--- src/rtl/chan_activity_detect.sv ---
// Receive-side channel activity detector: windowed mean |I|+|Q| with
// a hysteretic on/off decision that drives the registered mode flag.
module chan_activity_detect #(
    parameter int WIN_LOG2    = 6,
    parameter int ON_WINDOWS  = 2,
    parameter int OFF_WINDOWS = 3
) (
    input  logic        clk,
    input  logic        rst,
    input  logic        in_valid,
    input  logic [15:0] in_bus_1,
    input  logic [15:0] in_bus_2,
    input  logic [16:0] thr_on,
    input  logic [16:0] thr_off,
    output logic        mode,
    output logic [16:0] energy,
    output logic        energy_valid
);

    localparam int AW   = 17 + WIN_LOG2;
    localparam int WMAX = (ON_WINDOWS > OFF_WINDOWS) ? ON_WINDOWS : OFF_WINDOWS;
    localparam int WW   = (WMAX < 2) ? 1 : $clog2(WMAX + 1);

    typedef enum logic [1:0] {
        S_OFF,
        S_ARM,
        S_ON,
        S_REL
    } state_t;

    logic [16:0]         abs_i, abs_q, mag;
    logic [AW-1:0]       acc_q, acc_d, acc_sum;
    logic [WIN_LOG2-1:0] cnt_q, cnt_d;
    logic [16:0]         energy_q, energy_d;
    logic                ev_q, ev_d;
    state_t              state_q, state_d;
    logic [WW-1:0]       wcnt_q, wcnt_d, wcnt_inc;
    logic                mode_q, mode_d;
    logic                hit_on, hit_off;

    // Negation at 17 bits so that -32768 maps to +32768 without saturating
    assign abs_i   = in_bus_1[15] ? (17'd0 - {1'b1, in_bus_1}) : {1'b0, in_bus_1};
    assign abs_q   = in_bus_2[15] ? (17'd0 - {1'b1, in_bus_2}) : {1'b0, in_bus_2};
    assign mag     = abs_i + abs_q;
    assign acc_sum = acc_q + AW'(mag);

    always_comb begin
        acc_d    = acc_q;
        cnt_d    = cnt_q;
        energy_d = energy_q;
        ev_d     = 1'b0;
        if (in_valid) begin
            cnt_d = cnt_q + 1'b1;
            if (cnt_q == '1) begin
                energy_d = acc_sum[WIN_LOG2 +: 17];
                ev_d     = 1'b1;
                acc_d    = '0;
            end else begin
                acc_d = acc_sum;
            end
        end
    end

    always_ff @(posedge clk) begin
        if (rst) begin
            acc_q    <= '0;
            cnt_q    <= '0;
            energy_q <= '0;
            ev_q     <= 1'b0;
        end else begin
            acc_q    <= acc_d;
            cnt_q    <= cnt_d;
            energy_q <= energy_d;
            ev_q     <= ev_d;
        end
    end

    assign hit_on   = energy_q >= thr_on;
    assign hit_off  = energy_q < thr_off;
    assign wcnt_inc = wcnt_q + WW'(1);

    always_ff @(posedge clk) begin
        if (rst) begin
            state_q <= S_OFF;
            wcnt_q  <= '0;
            mode_q  <= 1'b0;
        end else begin
            state_q <= state_d;
            wcnt_q  <= wcnt_d;
            mode_q  <= mode_d;
        end
    end

    // wcnt is zero in the settled states, so OFF/ON share the arming paths
    always_comb begin
        state_d = state_q;
        wcnt_d  = wcnt_q;
        if (ev_q) begin
            unique case (state_q)
                S_OFF, S_ARM: begin
                    if (hit_on) begin
                        if (wcnt_inc >= WW'(ON_WINDOWS)) begin
                            state_d = S_ON;
                            wcnt_d  = '0;
                        end else begin
                            state_d = S_ARM;
                            wcnt_d  = wcnt_inc;
                        end
                    end else begin
                        state_d = S_OFF;
                        wcnt_d  = '0;
                    end
                end
                S_ON, S_REL: begin
                    if (hit_off) begin
                        if (wcnt_inc >= WW'(OFF_WINDOWS)) begin
                            state_d = S_OFF;
                            wcnt_d  = '0;
                        end else begin
                            state_d = S_REL;
                            wcnt_d  = wcnt_inc;
                        end
                    end else begin
                        state_d = S_ON;
                        wcnt_d  = '0;
                    end
                end
                default: begin
                    state_d = S_OFF;
                    wcnt_d  = '0;
                end
            endcase
        end
    end

    always_comb begin
        mode_d = (state_d == S_ON) || (state_d == S_REL);
    end

    assign mode         = mode_q;
    assign energy       = energy_q;
    assign energy_valid = ev_q;

endmodule

--- config.mk ---
export PLATFORM = sky130hd
export DESIGN_NAME = chan_activity_detect
export DESIGN_NICKNAME = d
export VERILOG_FILES = /design/src/rtl/chan_activity_detect.sv
export SDC_FILE = /design/constraint.sdc
export NUM_CORES = 1
export LEC_CHECK = 0
export ABC_AREA = 1
export BUFFER_PORTS_ARGS = -buffer_cell sky130_fd_sc_hd__buf_2
export CELL_PAD_IN_SITES_DETAIL_PLACEMENT = 0
export CELL_PAD_IN_SITES_GLOBAL_PLACEMENT = 1
export CORE_AREA = 4 4 94 163
export DETAILED_ROUTE_END_ITERATION = 8
export DIE_AREA = 0 0 98 167
export GPL_ROUTABILITY_DRIVEN = 1
export GPL_TIMING_DRIVEN = 0
export PLACE_DENSITY_LB_ADDON = 0.05
export SLEW_MARGIN = 0
export SYNTH_ARGS = -nofsm -noshare
export SYNTH_HDL_FRONTEND = slang
export SYNTH_SLANG_ARGS = --single-unit
--- constraint.sdc ---
create_clock -name clk -period 4.7 [get_ports clk]
set_input_delay 0.94 -clock clk [delete_from_list [all_inputs] [get_ports clk]]
set_output_delay 0.94 -clock clk [all_outputs]
set_load 0.03 [all_outputs]
[Yosys cells after proc, flatten, opt, wreduce, memory -nomap -nowiden]
Cells that the tools add are included.
Cells by class
  add/sub/neg operators: 6
  magnitude comparators: 4
  equal/unequal tests: 6
  mux-type cells: 15
  bitwise logic cells: 1
  reductions and logical operators: 6
Operators by type and width (count)
  $mux W17: 2
  $sub A1 B17 Y17 const A: 2
  $add A23 B17 Y23: 1
  $mux W23: 1
  $mux W2: 9
  $add A17 B17 Y17: 1
  $ge A17 B17 Y1: 1
  $lt A17 B17 Y1: 1
  $eq A2 B2 Y1 const B: 4
  $pmux W2 S2: 2
  $add A6 B1 Y6 const B: 1
  $eq A6 B6 Y1 const B: 1
  $reduce_or A2 Y1: 3
  $ge A2 B2 Y1 const B: 2
  $add A2 B1 Y2 const B: 1
  $eq A2 B1 Y1 const B: 1
  $logic_not A2 Y1: 1
  $reduce_and A2 Y1: 1
  $logic_or A1 B1 Y1: 1
  $mux W1: 1
  $not A1 Y1: 1
Word-level totals
  bits in registers: 52
  input bits: 69
  output and inout port bits: 19

[Logic depth before layout (Yosys ltp)]
  depth after elaboration: 8
  gate-level depth with buffers: 31
  mapped depth without buffers: 31

[Worst setup path after synthesis]
Ideal clock, no wire load.
  kind: input port to flip-flop
  start: input in_bus_1[1]
  end: register energy_q[11] (netlist: energy[11])
  data arrival time: 3.961 ns
  required time: 4.591 ns
  path slack: 0.631 ns
  stages on the path: 27
  path buffers: 0
  cell sequence: inv_1 > ha_1 > inv_1 > nor2_1 > inv_1 > nor3_2 > a21oi_1 > xor2_1 > ha_1 > a21oi_1 > o21ai_0 > nand2_1 > and3_1 > nand2_1 > xor2_1 > ha_1 > nand2_1 > nor2_2 > inv_1 > nor2_2 > nand4_1 > nand3_1 > nand2_1 > nand2_1 > nand2_1 > nand2_1 > inv_1
On the way
  word-level cells in the longest chain between the ends: 4
RTL lines
  start, declared: line 11  | input logic [15:0] in_bus_1,
  $sub A1 B17 Y17: line 42  | assign abs_i = in_bus_1[15] ? (17'd0 - {1'b1, in_bus_1}) : {1'b0, in_bus_1};
  $mux W17 (*): line 42
  $add A17 B17 Y17 (*): line 44  | assign mag = abs_i + abs_q;
  $add A23 B17 Y23 (*): line 45  | assign acc_sum = acc_q + AW'(mag);
  end signal, assigned: line 73  | energy_q <= energy_d;
  end, declared: line 34  | logic [16:0] energy_q, energy_d;
Every way passes the cells marked *; elsewhere a longest branch is shown, timed or not.
A chain may end at the register's enable or synchronous reset.

[Worst setup path after layout]
  start: input in_bus_1[0]
  end: register acc_q[13]
On the way
  word-level cells in the longest chain between the ends: 5
RTL lines
  $sub A1 B17 Y17: line 42
  $mux W17 (*): line 42
  $add A17 B17 Y17 (*): line 44
  $add A23 B17 Y23 (*): line 45
  $mux W23 (*): line 54  | if (cnt_q == '1) begin
  end signal, assigned: line 66  | acc_q <= '0;
  end signal, assigned: line 71  | acc_q <= acc_d;
  end, declared: line 32  | logic [AW-1:0] acc_q, acc_d, acc_sum;
Marks and branches as above.

==> metrics.md <==
| Metric | Value |
|---|---|
| GRT overflow | `0` |
| Core Area | `13900 sq um` |
| Worst Clk Skew | `0.00720 ns` |
| Worst reg2reg path startpoint | `acc_q[0]` |
| Power Dens Cells | `353 nW/um^2` |
| Fin util | `47.3%` |
| Fin crit share | `92.8%` |
| First-pass GRT wire length | `26900 um` |
| Layout area overhead | `16.1%` |
| Hold Crit Start | `acc_q[7]` |
| Avg WL per Cell | `14.1 um` |
| DP Wirelength | `14400 um` |
| Worst Max-Slew Pin Slew | `0.718 ns` |
| Worst-Skew Late Latency | `0.30 ns` |
| Routed wire length | `16500 um` |
| Leakage power | `0.00368 uW` |
| Total Routing Usage GR | `20.6%` |
| Count of buffers from port buffering | `86` |
| Overall power | `2320 uW` |
| Largest net degree at the start of global routing | `17` |
| Rel. slew slack | `52.2%` |
| Yosys cell types | `44` |
| Final Setup Violations | `0` |
| Residual DRC | `0` |
| Register-to-Register Path Depth | `15` |
| Critical Path Sink Type | `flip-flop` |
| Hold Crit Class | `flip-flop to flip-flop` |
| Kind of critical path | `primary input to flip-flop` |
| Worst Path Required | `4.94 ns` |
| Clock tree sinks | `51` |
| Synthesized flop and latch total | `51` |
| CTS tree | `yes` |
| Cells after Synth | `899` |
| Die area | `16400 sq um` |
| Fillcell total | `1557` |
| Fin. max-slew vios | `0` |
| Initial core utilization | `40.8%` |
| Share of cells above drive strength 1 | `16.1%` |
| Cell row count | `57` |
| Ports | `88` |
| Fmax achieved | `229 MHz` |
| Worst-path maximum fanout | `5` |
| Post-synthesis sequential area ratio | `18.0%` |
| Yosys top cell area share | `18.0%` |
| Setup TNS | `0 ns` |
| Vias in the first global route | `5751` |
| Final nets | `1138` |
| Run status | `finished clean` |
| H-Tree Depth | `2` |
| Die Y | `167 um` |
| Leading area contributor after synthesis | `dfxtp_1` |
| Root Driver | `clkbuf_16` |
| Worst hold slack | `0.471 ns` |
| DR vias | `5670` |
| Data arrival, critical path | `4.60 ns` |
| Worst Setup SP | `in_bus_1[0]` |
| CTS Buffer Depth | `2` |
| Syn_area_per_cell | `6.31 sq um` |
| Die width | `98 um` |
| Max Cap Violations | `0` |
| Iteration-0 DRC Markers | `147` |
| Most frequent cells in the layout | `nand2_1 (255), inv_1 (160), buf_2 (89)` |
| Vias per inst | `4.84` |
| Synth area leaders | `dfxtp_1 (18%), nand2_1 (17%), ha_1 (16%), inv_1 (11%), a21oi_1 (5.9%)` |
| Setup slack after layout | `0.337 ns` |
| VDD IR-drop max | `0.159 mV` |
| TritonRoute pass-1 iters | `4` |
| Dpl ws | `-0.411 ns` |
| Hold depth | `2` |
| Net count after synthesis | `1043` |
| Final Hold Fails | `0` |
| CTS Buf Count | `5` |
| Antenna Violating Nets Remaining | `0` |
| CP Launch Type | `primary input` |
| Synth Warn # | `0` |
| Antenna violations before repair | `0` |
| Routability cong. | `0.945` |
| Min Clock Period, post-route | `4.36 ns` |
| Worst-path clk slew | `0.08 ns` |
| Mapped Area | `5670 sq um` |
| Most common cell after layout, fill and taps aside | `nand2_1` |
| ANT cells | `0` |
==> per-layer routing <==
metal | routed length [um] | global-route usage, % | vias to the layer above | share of wire [%]
met4 | 780 | 9.95 | 0 | 4.7
li1 | - | - | 3052 | -
met5 | 0 | 0 | - | 0
met3 | 639 | 2.18 | 35 | 3.9
met1 | 5400 | 18.0 | 2452 | 33
met2 | 9670 | 43.9 | 131 | 59
==> worst paths after layout <==
check                           slack [ns]   endpoint
worst min register to register        0.47   acc_q[7]
worst max-delay path                  0.34  acc_q[13]
worst min-delay path                  0.47   acc_q[7]
worst max register to register        2.37  energy[6]
==> metrics by stage <==
stage / instance area [sq um] / std cells
after global routing: 6580 / 1172
final: 6580 / 1172
after detailed placement: 6320 / 1162
after global placement: 6320 / 1162
after CTS: 6480 / 1170
after floorplan: 5670 / 899
==> cells by family (layout without fill, tap and decap cells) <==
logic type	count (synthesis)	count (layout)	synth area share [%]
adder cells (fa/ha/maj)	75	75	16.8
buffers and inverters	179	275	12.2
AO/OA/AOI/OAI	138	138	14.1
AND/OR/NAND/NOR	411	411	31.8
flip-flops	51	51	18.0
XOR/XNOR	45	45	7.08
==> where the power goes <==
part	internal (uW)	switching [uW]
clock	214	182
combinational	480	938
sequential	483	29.1
==> repair_timing <==
item | CTS | global route
endpoints found under the hold margin | 0 | 0
setup endpoints to repair | 2 | 25
resized for setup | 1 | 22
buffers inserted | 0 | 2
pin swaps | 0 | 6
hold buffers | 0 | 0
==> worst max-delay path: stages <==
cell	delay (ns)
buf_2	0.11
inv_1	0.08
ha_1	0.18
inv_1	0.07
nor2_4	0.13
a21oi_1	0.09
xor2_1	0.15
ha_1	0.36
a21o_1	0.19
a21oi_1	0.33
o21ai_2	0.16
a21oi_1	0.19
xnor2_1	0.14
ha_1	0.30
nand2_1	0.14
inv_1	0.08
a21oi_2	0.23
nand2_1	0.13
a21oi_2	0.16
xor2_2	0.13
buf_4	0.15
nand2_1	0.05
a21oi_1	0.11
==> cell type report <==
| type | count | area, sq um | area share, % |
|---|---|---|---|
| multi-input combinational | 669 | 4040 | 61.5 |
| sequential | 51 | 1020 | 15.5 |
| inverter | 164 | 616 | 9.36 |
| timing repair buffer | 88 | 445 | 6.77 |
| tap | 177 | 221 | 3.37 |
| clock buffer | 6 | 139 | 2.11 |
| buffer | 15 | 77.6 | 1.18 |
| clock inverter | 2 | 16.3 | 0.247 |
==> Yosys cell counts, drive strengths merged <==
master and number:
a211oi 1, a21boi 2, a21o 5, a21oi 73, a31oi 2, and3 1, buf 6, clkbuf 9
dfxtp 51, fa 2, ha 73, inv 164, nand2 260, nand3 48, nand3b 8, nand4 10
nor2 66, nor3 13, nor4 3, o211ai 2, o21a 8, o21ai 32, o21bai 8, o22ai 3
o31ai 2, or2 2, xnor2 10, xor2 35
==> sequential cells by signal (all words and copies together) (netlist names) <==
register      count
acc_q            23
cnt_q             6
energy           17
energy_valid      1
mode              1
state_q           1
wcnt_q            2
(Power assumes the default switching activity.)
